[src/rtl/counter_mod_updown_pkg.sv]
// Shared types and helpers for the modulo-M up/down counter.
// Per-edge actions are ordered by priority: reset, then load, then count.
package counter_mod_updown_pkg;

  localparam int MAX_WIDTH = 32;

  typedef enum logic [1:0] {
    ACT_IDLE,
    ACT_RESET,
    ACT_LOAD,
    ACT_COUNT
  } act_e;

  function automatic act_e decode_act(input logic reset, input logic load, input logic ce);
    if (reset) return ACT_RESET;
    if (load)  return ACT_LOAD;
    if (ce)    return ACT_COUNT;
    return ACT_IDLE;
  endfunction

  function automatic longint full_modulus(input int width);
    return longint'(1) << width;
  endfunction

endpackage

[src/rtl/counter_mod_updown_add_cin_cout.sv]
// Ripple-carry adder built from per-bit full-adder cells, with carry in and carry out.
module add_cin_cout #(
  parameter int WIDTH = 2
) (
  input  logic [WIDTH-1:0] a,
  input  logic [WIDTH-1:0] b,
  input  logic             cin,
  output logic [WIDTH-1:0] sum,
  output logic             cout
);

  logic [WIDTH:0] carry;

  assign carry[0] = cin;

  for (genvar i = 0; i < WIDTH; i++) begin : g_fa
    assign sum[i]       = a[i] ^ b[i] ^ carry[i];
    assign carry[i + 1] = (a[i] & b[i]) | (carry[i] & (a[i] ^ b[i]));
  end

  assign cout = carry[WIDTH];

endmodule

[src/rtl/counter_mod_updown.sv]
// Modulo-M up/down counter with count enable, saturating synchronous load,
// zero-latency terminal-count output and a sticky overflow flag.
module counter_mod_updown
  import counter_mod_updown_pkg::*;
#(
  parameter int     WIDTH       = 2,
  parameter longint MODULUS     = full_modulus(WIDTH),
  parameter longint RESET_VALUE = 0
) (
  input  logic             CLK,
  input  logic             RESET,
  input  logic             CE,
  input  logic             UP,
  input  logic             LOAD,
  input  logic [WIDTH-1:0] DATA,
  input  logic             CLR_OVF,
  output logic [WIDTH-1:0] O,
  output logic             COUT,
  output logic             OVF
);

  if (WIDTH < 1 || WIDTH > MAX_WIDTH) begin : g_bad_width
    $error("counter_mod_updown: WIDTH %0d outside 1..%0d", WIDTH, MAX_WIDTH);
  end
  if (MODULUS < 2 || MODULUS > full_modulus(WIDTH)) begin : g_bad_modulus
    $error("counter_mod_updown: MODULUS %0d outside 2..2**WIDTH", MODULUS);
  end
  if (RESET_VALUE < 0 || RESET_VALUE >= MODULUS) begin : g_bad_reset_value
    $error("counter_mod_updown: RESET_VALUE %0d not below MODULUS", RESET_VALUE);
  end

  localparam bit             FULL  = (MODULUS == full_modulus(WIDTH));
  localparam logic [WIDTH-1:0] MAX   = WIDTH'(MODULUS - 1);
  localparam logic [WIDTH-1:0] RST_O = WIDTH'(RESET_VALUE);

  act_e             act;
  logic [WIDTH-1:0] operand;
  logic [WIDTH-1:0] sum;
  logic             add_co;
  logic             term;
  logic [WIDTH-1:0] next_o;
  logic [WIDTH-1:0] load_val;
  logic [63:0]      data_ext;

  assign act = decode_act(RESET, LOAD, CE);

  // Increment is O + 0 with carry in; decrement is O + all-ones without it.
  assign operand = {WIDTH{~UP}};

  add_cin_cout #(.WIDTH(WIDTH)) u_add (
    .a    (O),
    .b    (operand),
    .cin  (UP),
    .sum  (sum),
    .cout (add_co)
  );

  // At full modulus the adder carry already marks the wrap in either direction.
  always_comb begin
    term = 1'b0;
    if (UP) term = FULL ? add_co  : (O == MAX);
    else    term = FULL ? ~add_co : (O == '0);
  end

  assign next_o   = term ? (UP ? '0 : MAX) : sum;
  assign data_ext = 64'(DATA);
  assign load_val = (data_ext < 64'(MODULUS)) ? DATA : MAX;
  assign COUT     = (act == ACT_COUNT) & term;

  always_ff @(posedge CLK) begin
    if (RESET) begin
      O   <= RST_O;
      OVF <= 1'b0;
    end else begin
      case (act)
        ACT_LOAD:  O <= load_val;
        ACT_COUNT: O <= next_o;
        default:   O <= O;
      endcase
      OVF <= COUT | (OVF & ~CLR_OVF);
    end
  end

endmodule

[config.mk]
export PLATFORM = sky130hd
export DESIGN_NAME = counter_mod_updown
export DESIGN_NICKNAME = d
export VERILOG_FILES = /design/src/rtl/counter_mod_updown_pkg.sv /design/src/rtl/counter_mod_updown_add_cin_cout.sv /design/src/rtl/counter_mod_updown.sv
export SDC_FILE = /design/constraint.sdc
export NUM_CORES = 1
export LEC_CHECK = 0
export CORE_AREA = 8 8 45 47
export CTS_CLUSTER_DIAMETER = 120
export DETAILED_ROUTE_END_ITERATION = 10
export DIE_AREA = 0 0 53 55
export DONT_BUFFER_PORTS = 1
export HOLD_SLACK_MARGIN = 0.1
export SKIP_LAST_GASP = 1
export SYNTH_ARGS = -nofsm -noshare
export SYNTH_HDL_FRONTEND = slang
export SYNTH_SLANG_ARGS = --single-unit
[constraint.sdc]
create_clock -name CLK -period 2.6 [get_ports CLK]
set_clock_uncertainty 0.2 [all_clocks]
set_input_delay 0.52 -clock CLK [delete_from_list [all_inputs] [get_ports CLK]]
set_output_delay 0.52 -clock CLK [all_outputs]
set_load 0.02 [all_outputs]
==> results of run 1 <==
-- path summary, 6_finish.rpt --
kind | to | slack [ns] | depth (start not counted)
max | COUT | 0.12 | 4
min | O[1] | 0.14 | 1
max reg2reg | OVF | 0.62 | 5
min reg2reg | O[0] | 0.38 | 3
-- layout make-up --
| type | count | area (um^2) |
|---|---|---|
| sequential | 3 | 60.1 |
| multi-input combinational | 13 | 138 |
| fill | 157 | 1110 |
| inverter | 4 | 15.0 |
| tap | 16 | 20.0 |
| timing repair buffer | 2 | 15.0 |
| clock buffer | 4 | 26.3 |
-- state kept, by name, summed over array words and instances, names as in the netlist --
signal and flops:
O 2, OVF 1
-- critical path, stage by stage (launching register included) --
cell and delay (ns):
dfxtp_1 0.32, inv_1 0.06, fa_2 0.42, nand2b_4 0.17, a2111oi_4 0.55
-- cells in the final DEF, fill, tap and decap left out, drive strengths merged --
master / n
nor2: 1
a21o: 1
nand2: 1
clkbuf: 4
fa: 1
dfxtp: 3
buf: 2
a21oi: 1
nand2b: 2
nor2b: 1
inv: 4
a2111oi: 1
a31oi: 1
a211o: 1
a221oi: 1
o21ba: 1
-- report_power, final --
part	leakage (nW)	switching, W	internal [W]	total (W)
Clock	0.0150	0.0000272	0.0000577	0.0000849
Combinational	0.0833	0.0000154	0.0000158	0.0000312
Sequential	0.0248	0.00000218	0.0000492	0.0000514
Total	0.123	0.0000447	0.000123	0.000168
-- cells in the mapped netlist --
cell type  number  share of area
a21oi_1         1          0.025
nor2b_1         1          0.031
o21ba_1         1          0.049
inv_2           1          0.019
a21o_1          1          0.037
a211o_1         1          0.043
nand2b_4        1          0.068
nor2_1          1          0.019
inv_1           3          0.056
a2111oi_4       1           0.14
fa_1            1          0.099
nand2_1         1          0.019
a31oi_1         1          0.031
a221oi_1        1          0.043
nand2b_1        1          0.031
dfxtp_1         3           0.30
-- timing repair --
item                       in CTS  in global routing
gates resized for setup         0                  2
setup endpoints to repair       0                  1
buffers inserted                0                  0
-- logic make-up (layout without fill, tap and decap cells) --
family          count (synthesis)  count (layout)
compound gates                  7               7
flops                           3               3
buf+inv                         4              10
simple gates                    5               5
fa+ha+maj                       1               1
-- per-stage QoR --
step,util,hold WS (ns),std cells
6_report,0.198,0.143,42
2_1_floorplan,-,0.389,20
4_1_cts,0.191,0.135,42
3_3_place_gp,0.172,0.362,38
5_1_grt,0.198,0.129,42
3_5_place_dp,0.172,0.371,38
-- layer usage --
metal | vias up | global-route usage | share of wire
li1 | 82 | - | -
met1 | 79 | 0.0258 | 0.30
met2 | 6 | 0.0586 | 0.53
met3 | 0 | 0.0508 | 0.17
met4 | 0 | 0.0517 | 0
met5 | - | 0 | 0
==> impl_metrics.tcl, run 1 <==
set metrics [dict create \
    reg2reg_from "O[1]" \
    cp_max_fo 2 \
    vias 167 \
    cp.required_ns 1.88 \
    setup_viol 0 \
    dp_slack_ns 0.171 \
    fin_crit_ns 2.48 \
    root_buffer "clkbuf_4" \
    start_kind "flip-flop" \
    antennaDiodeCount 0 \
    leakagePower_nw 0.123 \
    grt_max_degree 6 \
    drv_cap 0 \
    fmax_mhz 404 \
    synth_xor_area_frac 0 \
    drc 0 \
    synth_area_per_cell_um2 10.1 \
    power-per-cell-area_nw_per_um2 611 \
    die_h_um 55 \
    synthCells 20 \
    grt_pass1_wl_um 772 \
    first_iter_violations 0 \
    rsz0062_at_grt "no" \
    synthSimpleGateAreaFrac 0.167 \
    critPathLaunch "O[1]" \
    clk_pin_slew_worst_paths_ns 0.04 \
    grt_overflow 0 \
    placed_area_um2 238 \
    syn_area_um2 203 \
    timing.final.hold_violations 0 \
    ys_seq_area_frac 0.296 \
    status "finished, final reports clean" \
    routedWlPerCell_um 13.0 \
    worstSkewPairLatency_ns 0.24 \
    clk_path_buf_depth 2 \
    slew_headroom 0.663 \
    io_buffer_count 0 \
    holdCritStartpoint "RESET" \
    synthMuxAreaShare 0 \
    syn_to_final_growth_pct 35.2 \
    nNetsFinal 36 \
    report.power.total_w 0.000168 \
    ant_nets 0 \
    dpl.hpwl_um 451 \
    dieArea_um2 2920 \
    grt_usage 0.0426 \
    cts_tree "done" \
    synth_top_family_by_area "compound AO/OA/AOI/OAI gates" \
    setup_ws_ns 0.123 \
    synth-seq-cells 3 \
    slew_viol_final 0 \
    tightest_slew_ns 0.505 \
    die_width_um 53 \
    antenna_found_initial 0 \
    post-route-period-util 0.953 \
    critPathArrivalTime_ns 1.76 \
    drt-total-wl_um 546 \
    start_util 0.146 \
    hp-class "in -> reg" \
    syn_nets 29 \
    io_pins 12 \
    gp_congestion 0.656 \
    vias_per_cell 3.98 \
    clock_sinks 3 \
    h-tree-depth 1 \
    worstSetupEndpointType "primary output" \
    worstSetupPathType "reg -> out" \
    coreArea_um2 1380 \
    dr.pass1.iters 1 \
    rows 14 \
    ys_types 16 \
    cts_hold_buf 0 \
    drive_above_1_share 0.385 \
    synth_fa_ha_area_frac 0.0988 \
    synth-compound-area-share 0.364 \
    ir_worst_vdd_mv 0.144 \
    cts_buffers 3 \
    fin_tns_setup_ns 0 \
    ys_warn_count 0 \
    grt_pass1_vias 166 \
    final_area_um2 274 \
]
No activity file was read; power rests on OpenSTA's default activity.
==> run 2, diff against run 1 <==
- SYNTH_HIERARCHICAL: not set -> 1
==> run 2 against run 1 <==
Largest cell class unchanged. Die area is the same. Largest power group unchanged. Highest routed layer unchanged. Power grew 19%. Critical endpoint unchanged. Sequential share of layout area shrank 6.2 points.
==> impl_metrics.tcl, run 2 <==
set metrics [dict create \
    cts_tree "done" \
    power_frac_comb 0.325 \
    grt_pass1_vias 254 \
    cts_hold_buf 0 \
    synth_xor_area_frac 0.0365 \
    cp_max_fo 5 \
    synth.most_common_cell "inv_1" \
    die_width_um 53 \
    pwr-share-seq 0.267 \
    dpl.hpwl_um 488 \
    cp.required_ns 1.88 \
    grt_pass1_wl_mm 1.08 \
    synthCells 30 \
    synth_flop_cell "dfxtp_1" \
    antenna_found_initial 0 \
    start_util 0.174 \
    synth_fa_ha_area_frac 0.260 \
    p_sw_frac 0.283 \
    first_iter_violations 5 \
    synth_common_cells "inv_1, dfxtp_1, nand2b_1" \
    path_cells "inv_1, inv_2, fa_2, fa_2, inv_2, xnor2_2, nand2_2, nor2_4" \
    final_area_um2 389 \
    drive_above_1_share 0.523 \
    p_sw_w 0.0000566 \
    fin_tns_setup_ns 0 \
    io_buffer_count 0 \
    synth_top_family_by_area "adder cells" \
    critPathLaunch "UP" \
    gp_congestion 0.638 \
    h-tree-depth 1 \
    largest_reg_flops 2 \
    slew_headroom 0.807 \
    synthArstFlopShare 0 \
    power-per-cell-area_nw_per_um2 514 \
    syn_nets 40 \
    slew_viol_final 0 \
    vias 226 \
    critPathArrivalTime_ns 1.80 \
    clk_path_buf_depth 2 \
    slowest_delay_ns 0.36 \
    ys_types 13 \
    reg2reg_from "O[0]" \
    reg2reg_slack_ns 0.16 \
    worstSetupEndpointType "primary output" \
    largest-register "O" \
    root_buffer "clkbuf_4" \
    rr_worst_depth 13 \
    synth-edff-count 0 \
    yosysTopAreaCell "dfxtp_1" \
    ys_top_cells_by_area "dfxtp_1, fa_1, inv_1, maj3_2, nand2b_1" \
    routedWlPerCell_um 10.4 \
    grt_overflow 0 \
    post-route-period-util 0.968 \
    rows 14 \
    synthSimpleGateAreaFrac 0.135 \
    final_cell_mix "buf_4, inv_1, nand2b_1, clkbuf_4" \
    reg_top3 "O x2, OVF x1" \
    ir_worst_vdd_mv 0.135 \
    ant_nets 0 \
    clk_pin_slew_worst_paths_ns 0.04 \
    synth_area_per_cell_um2 8.01 \
    grt_usage 0.0531 \
    fmax_mhz 397 \
    r2r-end "OVF" \
    grt_max_degree 6 \
    synth_top_area_frac 0.250 \
    tightest_slew_ns 0.288 \
    vias_per_cell 3.77 \
    worstSkewPairLatency_ns 0.23 \
    hold_path_depth 1 \
    worstHoldEndpoint "O[0]" \
    dr.pass1.iters 2 \
    worstSetupPathType "in -> out" \
    leakagePower_nw 0.179 \
    pwr-share-clk 0.408 \
    cts_buffers 3 \
    crit_slowest_cell "fa_2" \
    syn_area_um2 240 \
    setup_ws_ns 0.0832 \
    syn_to_final_growth_pct 62.0 \
    fin_util 0.281 \
    dieArea_um2 2920 \
    holdCritStartpoint "RESET" \
    coreArea_um2 1380 \
    placed_area_um2 298 \
    dp_slack_ns -0.0171 \
    synth-seq-cells 3 \
    antennaDiodeCount 0 \
    start_kind "primary input" \
    status "finished, final reports clean" \
    final_common_cell "buf_4" \
    timing.final.hold_violations 0 \
    drc 0 \
    synth-compound-area-share 0.146 \
    fin_crit_ns 2.52 \
    setup_viol 0 \
    rsz0062_at_grt "no" \
    synthMuxAreaShare 0 \
    drt-total-wl_um 623 \
    io_pins 12 \
    clock_sinks 3 \
    die_h_um 55 \
    ys_warn_count 6 \
    ys_seq_area_frac 0.250 \
    hp-class "in -> reg" \
    fillers 148 \
    nNetsFinal 55 \
    p_int_w 0.000143 \
    drv_cap 0 \
]
-- run 2: power by group through the flow --
stage / Combinational [W] / Sequential, W / Clock, W
after global placement: 0.0000486 / 0.0000536 / 0
after CTS: 0.0000591 / 0.0000533 / 0.0000844
after global routing: 0.0000738 / 0.0000539 / 0.0000881
final: 0.0000650 / 0.0000535 / 0.0000815
after floorplan: 0.0000322 / 0.0000575 / 0
after detailed placement: 0.0000502 / 0.0000538 / 0
-- run 2: cell families after synthesis --
family / count (synthesis)
AO/OA/AOI/OAI: 5
flip-flops: 3
buffers and inverters: 11
adder cells (fa/ha/maj): 4
XOR/XNOR: 1
AND/OR/NAND/NOR: 6
-- run 2: layout make-up --
class	count	area [um^2]	share of cell area
Timing Repair Buffer	10	78.8	0.203
Tap cell	16	20.0	0.0514
Clock buffer	4	26.3	0.0675
Sequential cell	3	61.3	0.158
Inverter	11	41.3	0.106
Multi-Input combinational cell	16	161	0.415
-- run 2: per-stage QoR --
stage	instances	hold WS (ns)	power, W
after floorplan	30	0.341	0.0000897
after global placement	50	0.361	0.000102
final	60	0.146	0.000200
after CTS	59	0.148	0.000197
after detailed placement	50	0.361	0.000104
after global routing	60	0.139	0.000216
-- run 2: worst max-delay path: cells and delay by family --
kind,cells,cell delay [ns]
buf+inv,3,0.18
xor+xnor,1,0.11
fa+ha+maj,2,0.72
simple gates,2,0.26
-- run 2: layer usage --
metal | track usage | part of all wire | up-vias
li1 | - | - | 118
met1 | 0.0457 | 0.31 | 101
met2 | 0.0840 | 0.55 | 7
met3 | 0.0321 | 0.14 | 0
met4 | 0.0517 | 0 | 0
met5 | 0 | 0 | -
-- run 2: how the worst max path moves through the flow --
| stage | slack, ns | depth (start not counted) | end |
|---|---|---|---|
| 2_1_floorplan | 0.02 | 8 | COUT |
| 3_3_place_gp | -0.009 | 8 | COUT |
| 3_5_place_dp | -0.02 | 8 | COUT |
| 4_1_cts | 0.02 | 7 | COUT |
| 5_1_grt | 0.0009 | 8 | COUT |
| 6_report | 0.08 | 8 | COUT |
-- run 2: what timing repair did --
| action | in CTS | in global routing |
|---|---|---|
| resized for setup | 3 | 5 |
| buffers inserted | 5 | 1 |
| setup endpoints to repair | 1 | 2 |
| pin swaps | 1 | 3 |
